**config.mk**
```make
export PLATFORM = sky130hd
export DESIGN_NAME = filter_pio_controller
export DESIGN_NICKNAME = d
export VERILOG_FILES = /design/src/rtl/fpc_pkg.sv /design/src/rtl/fpc_result_fifo.sv /design/src/rtl/filter_pio_controller.sv
export SDC_FILE = /design/constraint.sdc
export NUM_CORES = 1
export LEC_CHECK = 0
export ABC_AREA = 1
export CORE_MARGIN = 1
export CORE_UTILIZATION = 55
export DETAILED_ROUTE_END_ITERATION = 6
export DONT_BUFFER_PORTS = 1
export MAX_ROUTING_LAYER = met4
export PLACE_DENSITY_LB_ADDON = 0.08
export SYNTH_ARGS = -nofsm -noshare
export SYNTH_HDL_FRONTEND = slang
export SYNTH_SLANG_ARGS = --single-unit
```
**constraint.sdc**
```tcl
create_clock -name clk -period 5.3 [get_ports clk]
set_input_delay 0 -clock clk [delete_from_list [all_inputs] [get_ports clk]]
set_output_delay 0 -clock clk [all_outputs]
set_load 0.01 [all_outputs]
```
**src/rtl/fpc_pkg.sv**
```systemverilog
// Shared definitions for the filter PIO controller: command layout, opcodes,
// FSM encoding and status-word bit positions.
package fpc_pkg;

    typedef enum logic [2:0] {
        OpNop        = 3'd0,
        OpLoadCoef   = 3'd1,
        OpPushSample = 3'd2,
        OpReadHi     = 3'd3,
        OpReadLo     = 3'd4,
        OpClear      = 3'd5,
        OpRsvd6      = 3'd6,
        OpRsvd7      = 3'd7
    } opcode_e;

    typedef enum logic [1:0] {
        StIdle = 2'd0,
        StExec = 2'd1,
        StAck  = 2'd2
    } state_e;

    // Mirrors the HPS command word bit for bit.
    typedef struct packed {
        logic        req;
        opcode_e     op;
        logic [3:0]  rsvd;
        logic [7:0]  idx;
        logic [15:0] data;
    } cmd_t;

    localparam int unsigned OutpAckBit      = 15;
    localparam int unsigned OutpErrBit      = 14;
    localparam int unsigned OutpBusyBit     = 13;
    localparam int unsigned OutpNonEmptyBit = 12;
    localparam int unsigned OutpOvfBit      = 11;
    localparam int unsigned OutpLevelLsb    = 8;
    localparam int unsigned OutpLevelW      = 3;

endpackage

```
**src/rtl/fpc_result_fifo.sv**
```systemverilog
// Result FIFO for filter outputs: wrap-around pointers, explicit level counter,
// sticky overflow; flush has priority over push and pop.
module fpc_result_fifo #(
    parameter int unsigned DEPTH = 4,
    parameter int unsigned WIDTH = 16,
    localparam int unsigned AW   = (DEPTH > 1) ? $clog2(DEPTH) : 1,
    localparam int unsigned LW   = $clog2(DEPTH + 1)
) (
    input  logic             clk,
    input  logic             reset_n,
    input  logic             push,
    input  logic [WIDTH-1:0] push_data,
    input  logic             pop,
    input  logic             flush,
    output logic [WIDTH-1:0] head,
    output logic             full,
    output logic             empty,
    output logic             overflow,
    output logic [LW-1:0]    level
);

    logic [WIDTH-1:0] mem [DEPTH];
    logic [AW-1:0]    wr_q, rd_q;
    logic [LW-1:0]    level_q;
    logic             ovf_q;
    logic             do_push, do_pop;

    assign empty    = (level_q == '0);
    assign full     = (level_q == LW'(DEPTH));
    assign do_pop   = pop && !empty;
    // A pop in the same cycle frees the slot, so a full FIFO still accepts the push.
    assign do_push  = push && (!full || do_pop);
    assign head     = mem[rd_q];
    assign overflow = ovf_q;
    assign level    = level_q;

    always_ff @(posedge clk or negedge reset_n) begin
        if (!reset_n) begin
            wr_q    <= '0;
            rd_q    <= '0;
            level_q <= '0;
            ovf_q   <= 1'b0;
        end else if (flush) begin
            wr_q    <= '0;
            rd_q    <= '0;
            level_q <= '0;
            ovf_q   <= 1'b0;
        end else begin
            if (do_push) wr_q <= wr_q + AW'(1);
            if (do_pop)  rd_q <= rd_q + AW'(1);
            level_q <= level_q + LW'(do_push) - LW'(do_pop);
            if (push && !do_push) ovf_q <= 1'b1;
        end
    end

    always_ff @(posedge clk) begin
        if (do_push && !flush) mem[wr_q] <= push_data;
    end

endmodule

```
**src/rtl/filter_pio_controller.sv**
```systemverilog
// Bridges a toggle-handshake HPS PIO command word to a streaming filter:
// coefficient writes, sample pushes with timeout, and result readback.
module filter_pio_controller
    import fpc_pkg::*;
#(
    parameter int unsigned COEF_AW    = 4,
    parameter int unsigned FIFO_DEPTH = 4,
    parameter int unsigned TIMEOUT    = 1024
) (
    input  logic               clk,
    input  logic               reset_n,
    input  logic [31:0]        inp,
    output logic [15:0]        outp,
    output logic               flt_in_valid,
    input  logic               flt_in_ready,
    output logic [15:0]        flt_in_data,
    output logic               flt_coef_we,
    output logic [COEF_AW-1:0] flt_coef_addr,
    output logic [15:0]        flt_coef_data,
    input  logic               flt_out_valid,
    input  logic [15:0]        flt_out_data,
    output logic               flt_clear
);

    localparam int unsigned TW = $clog2(TIMEOUT + 1);
    localparam int unsigned LW = $clog2(FIFO_DEPTH + 1);

    state_e        state_q, state_d;
    cmd_t          sync1_q, sync2_q, cmd_q;
    logic          tog_q, ack_q, err_q, pend_err_q;
    logic [7:0]    byte_q, pend_byte_q;
    logic [TW-1:0] wait_q;

    logic          is_exec, idx_ok, timed_out, fifo_pop;
    logic          res_err;
    logic [7:0]    res_byte;
    logic [15:0]   fifo_head;
    logic          fifo_full, fifo_empty, fifo_ovf;
    logic [LW-1:0] fifo_level;
    logic          unused_cmd;

    assign unused_cmd = ^{cmd_q.req, cmd_q.rsvd, fifo_full};

    assign is_exec   = (state_q == StExec);
    assign idx_ok    = ((cmd_q.idx >> COEF_AW) == '0);
    assign timed_out = (wait_q == TW'(TIMEOUT - 1)) && !flt_in_ready;

    always_ff @(posedge clk or negedge reset_n) begin
        if (!reset_n) state_q <= StIdle;
        else          state_q <= state_d;
    end

    always_comb begin
        state_d = state_q;
        case (state_q)
            StIdle: if (sync2_q.req != tog_q) state_d = StExec;
            StExec: begin
                if (cmd_q.op != OpPushSample || flt_in_ready || timed_out) state_d = StAck;
            end
            StAck:   state_d = StIdle;
            default: state_d = StIdle;
        endcase
    end

    always_comb begin
        flt_in_valid  = is_exec && (cmd_q.op == OpPushSample);
        flt_in_data   = flt_in_valid ? cmd_q.data : '0;
        flt_coef_we   = is_exec && (cmd_q.op == OpLoadCoef) && idx_ok;
        flt_coef_addr = flt_coef_we ? cmd_q.idx[COEF_AW-1:0] : '0;
        flt_coef_data = flt_coef_we ? cmd_q.data : '0;
        flt_clear     = is_exec && (cmd_q.op == OpClear);
        fifo_pop      = is_exec && (cmd_q.op == OpReadLo);
    end

    // Result of the command in EXEC; captured on the cycle EXEC hands off to ACK.
    always_comb begin
        res_err  = 1'b0;
        res_byte = '0;
        case (cmd_q.op)
            OpLoadCoef:   res_err = !idx_ok;
            OpPushSample: res_err = !flt_in_ready;
            OpReadHi: begin
                res_err  = fifo_empty;
                res_byte = fifo_empty ? '0 : fifo_head[15:8];
            end
            OpReadLo: begin
                res_err  = fifo_empty;
                res_byte = fifo_empty ? '0 : fifo_head[7:0];
            end
            OpRsvd6, OpRsvd7: res_err = 1'b1;
            default: ;
        endcase
    end

    always_ff @(posedge clk or negedge reset_n) begin
        if (!reset_n) begin
            sync1_q     <= '0;
            sync2_q     <= '0;
            cmd_q       <= '0;
            tog_q       <= 1'b0;
            ack_q       <= 1'b0;
            err_q       <= 1'b0;
            byte_q      <= '0;
            pend_err_q  <= 1'b0;
            pend_byte_q <= '0;
            wait_q      <= '0;
        end else begin
            sync1_q <= cmd_t'(inp);
            sync2_q <= sync1_q;
            if (state_q == StIdle && state_d == StExec) begin
                cmd_q <= sync2_q;
                tog_q <= sync2_q.req;
            end
            if (flt_in_valid) wait_q <= wait_q + TW'(1);
            else              wait_q <= '0;
            if (is_exec && state_d == StAck) begin
                pend_err_q  <= res_err;
                pend_byte_q <= res_byte;
            end
            if (state_q == StAck) begin
                ack_q  <= tog_q;
                err_q  <= pend_err_q;
                byte_q <= pend_byte_q;
            end
        end
    end

    fpc_result_fifo #(
        .DEPTH (FIFO_DEPTH),
        .WIDTH (16)
    ) u_fifo (
        .clk       (clk),
        .reset_n   (reset_n),
        .push      (flt_out_valid),
        .push_data (flt_out_data),
        .pop       (fifo_pop),
        .flush     (flt_clear),
        .head      (fifo_head),
        .full      (fifo_full),
        .empty     (fifo_empty),
        .overflow  (fifo_ovf),
        .level     (fifo_level)
    );

    always_comb begin
        outp                                    = '0;
        outp[OutpAckBit]                        = ack_q;
        outp[OutpErrBit]                        = err_q;
        outp[OutpBusyBit]                       = (state_q != StIdle);
        outp[OutpNonEmptyBit]                   = !fifo_empty;
        outp[OutpOvfBit]                        = fifo_ovf;
        outp[OutpLevelLsb +: OutpLevelW]        = OutpLevelW'(fifo_level);
        outp[7:0]                               = byte_q;
    end

endmodule
```
Word level (Yosys, flattened, before mapping)
Memory sizes are Yosys's and may differ from the RTL's.
Cells that the tools add are included.
{"block": "word_totals", "mem_bits_rw": 64, "input_bits": 52, "memories": 1, "elab_cells": 94, "regBits": 124, "output_inout_bits": 55}
{"name": "u_fifo.mem", "words": 4, "width": 16, "rd": 1, "rd_clocked_by_memory_dff": 0, "write_ports": 1, "line": "fpc_result_fifo.sv:22", "rtl": "logic [WIDTH-1:0] mem [DEPTH];"}
{"block": "classes", "muxes": 20, "eq_ne": 15, "reduce_logical": 30, "addsub": 5}
{"cell": "two-way mux 16 bit", "count": 2}
{"cell": "two-way mux 8 bit", "count": 2}
{"cell": "one-hot mux 8 bit (2 select lines)", "count": 1}
{"cell": "== test 3 bit, second input constant", "count": 5}
{"cell": "logical AND 1 bit", "count": 12}
{"cell": "two-way mux 2 bit", "count": 6}
{"cell": "adder 11 x 1 -> 11 bit, second input constant", "count": 1}
{"cell": "== test 11 x 10 -> 1 bit, second input constant", "count": 1}
{"cell": "two-way mux 11 bit", "count": 1}
{"cell": "zero test 8 bit", "count": 1}
{"cell": "nonzero test 2 bit", "count": 4}
{"cell": "== test 3 x 2 -> 1 bit, second input constant", "count": 2}
{"cell": "zero test 1 bit", "count": 6}
{"cell": "adder 2 x 1 -> 2 bit, second input constant", "count": 2}
{"cell": "== test 2 x 1 -> 1 bit, second input constant", "count": 2}
{"cell": "== test 2 bit, second input constant", "count": 2}
{"cell": "two-way mux 1 bit", "count": 4}
{"cell": "two-way mux 4 bit", "count": 1}
{"cell": "one-hot mux 1 bit (4 select lines)", "count": 1}
{"cell": "one-hot mux 2 bit (2 select lines)", "count": 1}
{"cell": "OR reduction 2 bit", "count": 2}
{"cell": "adder 3 x 1 -> 3 bit", "count": 1}
{"cell": "== test 3 x 1 -> 1 bit, second input constant", "count": 1}
{"cell": "zero test 3 bit", "count": 1}
{"cell": "other kinds (6)", "count": 8}

Depth between registers and ports, before layout
{"block": "depth", "ltp_word": 9, "ltp_mapped": 11, "mapped_depth_nobuf": 11}

By module
A second synthesis with hierarchy kept.
{"block": "hier_totals", "cells_unflattened": 626, "hier_area_um2": 7208.2}
{"mod": "filter_pio_controller", "cells_each": 403, "seq_area_each_um2": 2902.8, "area_per_inst_um2": 4254.1, "n_inst": 1}
{"mod": "fpc_result_fifo", "cells_each": 223, "seq_area_each_um2": 2122.0, "area_per_inst_um2": 2954.1, "n_inst": 1}

Worst setup path after synthesis
OpenSTA, ideal clock, no wires.
{"block": "synth_timing", "path_type": "register -> register", "startpoint": "register u_fifo.level_q[1], in the netlist u_fifo.level[1]", "endpoint": "register u_fifo.level_q[2], in the netlist u_fifo.level[2]", "setup_time_ns": 0.120, "synth_period_minus_slack_ns": 2.143, "arrival_ns": 2.022, "path_slack_ns": 3.157, "path_buffers": 0, "stages_incl_launch_ff": 12, "required_ns": 5.180, "path_cell_list": "dfrtp_1 > nor2_1 > nand2_1 > inv_1 > nor2_1 > ha_1 > inv_1 > ha_1 > inv_1 > fa_1 > xor2_1 > nor2_1"}
{"block": "synth_between", "elab_chain_cells": 8, "word_cells_on_any_way": 10, "cone_classes": "add/sub: 2; eq/ne: 1; mux: 1; reduce/logical: 6"}
{"item": "start, declared", "line": "fpc_result_fifo.sv:24", "rtl": "logic [LW-1:0] level_q;"}
{"item": "start signal, assigned", "line": "fpc_result_fifo.sv:51", "rtl": "level_q <= level_q + LW'(do_push) - LW'(do_pop);"}
{"item": "zero test 3 bit (*)", "line": "fpc_result_fifo.sv:28", "rtl": "assign empty = (level_q == '0);"}
{"item": "zero test 1 bit (*)"}
{"item": "named net outp[12]", "line": "filter_pio_controller.sv:13", "rtl": "output logic [15:0] outp,"}
{"item": "logical AND 1 bit (*)", "line": "fpc_result_fifo.sv:30", "rtl": "assign do_pop = pop && !empty;"}
{"item": "logical OR 1 bit", "line": "fpc_result_fifo.sv:32", "rtl": "assign do_push = push && (!full || do_pop);"}
{"item": "logical AND 1 bit", "line": "fpc_result_fifo.sv:32"}
{"item": "adder 3 x 1 -> 3 bit", "line": "fpc_result_fifo.sv:51"}
{"item": "subtractor 3 x 1 -> 3 bit (*)", "line": "fpc_result_fifo.sv:51"}
{"item": "two-way mux 3 bit (*)", "line": "fpc_result_fifo.sv:43", "rtl": "end else if (flush) begin"}
The timed path passes the listed nets; every way through them passes the cells marked *.
A chain may end at the register's enable or synchronous reset.

Worst setup path in the final report
Ends and elaborated chain as after synthesis.

==> results.py <==
metrics = {
    "worst_setup_path": {
        "r2r_end": "u_fifo.level[2]",
        "r2r_slack_ps": 2840,
        "slowest_delay_ps": 480,
        "crit_type": "reg2reg",
        "reg2regPathDepth": 11,
        "critPathRequiredTime_ps": 5620,
        "startpoint_type": "register",
        "cp_slowest_cell": "dfrtp_1",
        "cpLargestDelayFamily": "adder cells",
        "path_depth": 11,
        "startpoint": "u_fifo.level[1]",
        "r2r_start": "u_fifo.level[1]",
        "critPathCaptureType": "register",
        "worstPathCellList": "nor2_1, nand2_1, inv_1, nor2_1, ha_1, inv_1, ha_1, inv_1, fa_1, xor2_1, nor2_1",
        "crit_buf_inv": 3,
        "worstPathMaxFanout": 4,
        "worstPathArrival_ps": 2780,
        "cp-endpoint": "u_fifo.level[2]",
    },
    "min_path": {
        "hold_path_class": "in2reg",
    },
    "clocking": {
        "cts_buffer_depth": 2,
        "clkTransAtPathRegs_ps": 70,
        "cts_made_buffers": 17,
        "cts_tree": "yes",
        "root_buffer": "clkbuf_16",
        "clock-sinks": 188,
        "ctsHtreeMaxLevel": 4,
        "insertion_delay_ps": 440,
    },
    "power": {
        "p_leak_nw": 3.763,
        "power_mw": 4.309,
        "power.density_nw_per_um2": 509.4,
        "vdd_ir_drop_max_uv": 349.2,
    },
    "timing": {
        "min_period_over_period_pct": 46.39,
        "slew_headroom_pct": 36.33,
        "finalSetupTns_ps": 0,
        "fmax_mhz": 406.7,
        "hold_violations": 0,
        "drv_slew": 0,
        "setup_ws_ps": 2841,
        "finClkSkew_ps": 11.26,
        "tightest_slew_ps": 954.1,
        "fin_crit_ps": 2459,
        "setup_viol": 0,
        "rsz0062_at_grt": "no",
    },
    "finish": {
        "final_nets": 760,
        "syn_to_final_growth_pct": 15.67,
        "final_common_cell": "nand2_1",
        "final_cell_count_no_fill": 885,
        "drive_gt1_share_pct": 10.80,
        "n_fill_cell": 941,
        "mostFrequentLayoutCells": "186 x nand2_1, 124 x dfrtp_1, 64 x edfxtp_1",
        "antennaDiodeCount": 0,
    },
    "synth": {
        "synth_area_um2": 7312,
        "synth-xor-area-share_pct": 0.5989,
        "synthMuxAreaShare_pct": 1.386,
        "synth-seq-cells": 188,
        "synth_warnings": 0,
        "synth_compound_area_share_pct": 4.517,
        "ys_seq_area_share_pct": 68.72,
        "yosys-top-cells-area": "dfrtp_1 42%, edfxtp_1 26%, nand2_1 9.5%, nor2_1 3.4%, inv_1 2.3%",
        "syn-num-nets": 717,
        "syn_inst": 657,
        "synth_top_family_by_area": "simple AND/OR/NAND/NOR gates",
        "synth_cell_types": 35,
        "synthSimpleGateAreaFrac_pct": 18.24,
        "synth-edff-count": 64,
        "synth_top_cell_by_area": "dfrtp_1",
        "syn_avg_cell_area_um2": 11.13,
        "ys.flop_type": "dfrtp_1",
        "synthArstFlopShare_pct": 65.96,
        "synth_top_area_share_pct": 42.44,
        "synth_fa_ha_area_share_pct": 1.472,
    },
    "grt": {
        "grt_pass1_vias": 4412,
        "grtUsageTotal_pct": 21.67,
        "grt_pass1_wl_um": 22080,
        "antenna_found_initial": 0,
        "grt.overflow.total": 0,
        "grt_max_degree": 125,
    },
    "placement": {
        "dp_hpwl_um": 7938,
        "placed_cells": 805,
        "globalplace.congestion": 0.7391,
        "place_ws_ps": 2844,
        "io_buffers": 0,
    },
    "drt": {
        "ant_nets": 0,
        "vias": 4439,
        "wl_per_cell_um": 14.88,
        "drt_iter0_markers": 360,
        "first_pass_iters": 5,
        "postRouteWirelength_um": 13170,
        "via_per_inst": 5.016,
        "drc": 0,
    },
    "floorplan": {
        "dieArea_um2": 13760,
        "initial_utilization_pct": 57.24,
        "die_y_um": 117.3,
        "io_pins": 107,
        "rows": 41,
        "core_area_um2": 12770,
        "die_x_um": 117.3,
    },
    "run_status": {
        "status": "finished, final reports clean",
    },
    "run": {
        "maxCapViolCount": 0,
    },
}
-- per-stage QoR --
step / cell area (um^2) / hold WS [ps] / utilization (%)
detailed placement: 7377 / -293.4 / 57.75
global placement: 7377 / -293.2 / 57.75
global route: 8458 / 88.75 / 66.22
floorplan: 7312 / -295.6 / -
finish: 8458 / 112.5 / 66.22
CTS: 8458 / 95.25 / 66.22
-- area by class of cell --
type	count	area, um^2	area share (%)
Sequential cell	188	5025	59.41
Multi-Input combinational cell	390	1927	22.78
Timing Repair Buffer	49	505.5	5.976
Clock buffer	20	467.9	5.533
Tap cell	172	215.2	2.544
Inverter	54	202.7	2.396
Clock inverter	12	115.1	1.361
-- state kept, by name (all words and copies together) (netlist names) --
name             flops
state_q              2
u_fifo.mem          64
wait_q              11
u_fifo.rd_q          2
ack_q                1
sync1_q             28
pend_byte_q          8
u_fifo.overflow      1
cmd_q               27
pend_err_q           1
u_fifo.level         3
err_q                1
u_fifo.wr_q          2
sync2_q             28
tog_q                1
byte_q               8
-- Yosys cell counts (all sizes together), types with 7 or more instances --
| master | count |
|---|---|
| nand2 | 188 |
| nand3 | 15 |
| dfrtp | 124 |
| edfxtp | 64 |
| mux2 | 9 |
| inv | 54 |
| o21ai | 36 |
| buf | 24 |
| nor2 | 74 |
| a21oi | 25 |
| ha | 7 |
| nor3 | 17 |
-- worst min-delay path by stage --
stage	endpoint	cells after the start	from
finish	sync1_q[0]	1	inp[0]
global placement	byte_q[7]	0	reset_n
global route	sync1_q[21]	1	inp[21]
detailed placement	byte_q[7]	0	reset_n
CTS	sync1_q[6]	1	inp[6]
floorplan	ack_q	0	reset_n
-- kinds of logic (layout without fill, tap and decap cells) --
kind of cell | after synthesis | count (layout)
mux | 9 | 9
xor+xnor | 5 | 5
flops | 188 | 188
fa+ha+maj | 8 | 8
buf+inv | 79 | 135
compound gates | 63 | 63
simple gates | 305 | 305
-- where the power goes --
group / total (mW) / switching [mW] / internal, mW
clock network: 1.23 / 0.567 / 0.665
registers: 2.01 / 0.182 / 1.83
logic: 1.06 / 0.725 / 0.339
total: 4.31 / 1.47 / 2.83
-- per-layer routing --
metal | share of wire [%] | up-vias | routed length (um) | track usage, %
met5 | 0 | - | 0 | -
met4 | 2.0 | 0 | 259 | 9.578
met3 | 6.1 | 27 | 807 | 6.955
met2 | 47 | 128 | 6248 | 32.06
met1 | 44 | 2085 | 5853 | 27.43
li1 | - | 2199 | - | -
-- timing repair --
action                    4_1_cts  5_1_grt
hold endpoints to repair      230        0
setup buffers                   0        0
hold buffers                   48        0
resized for setup               0        0
Power figures use the tool's default switching activity.
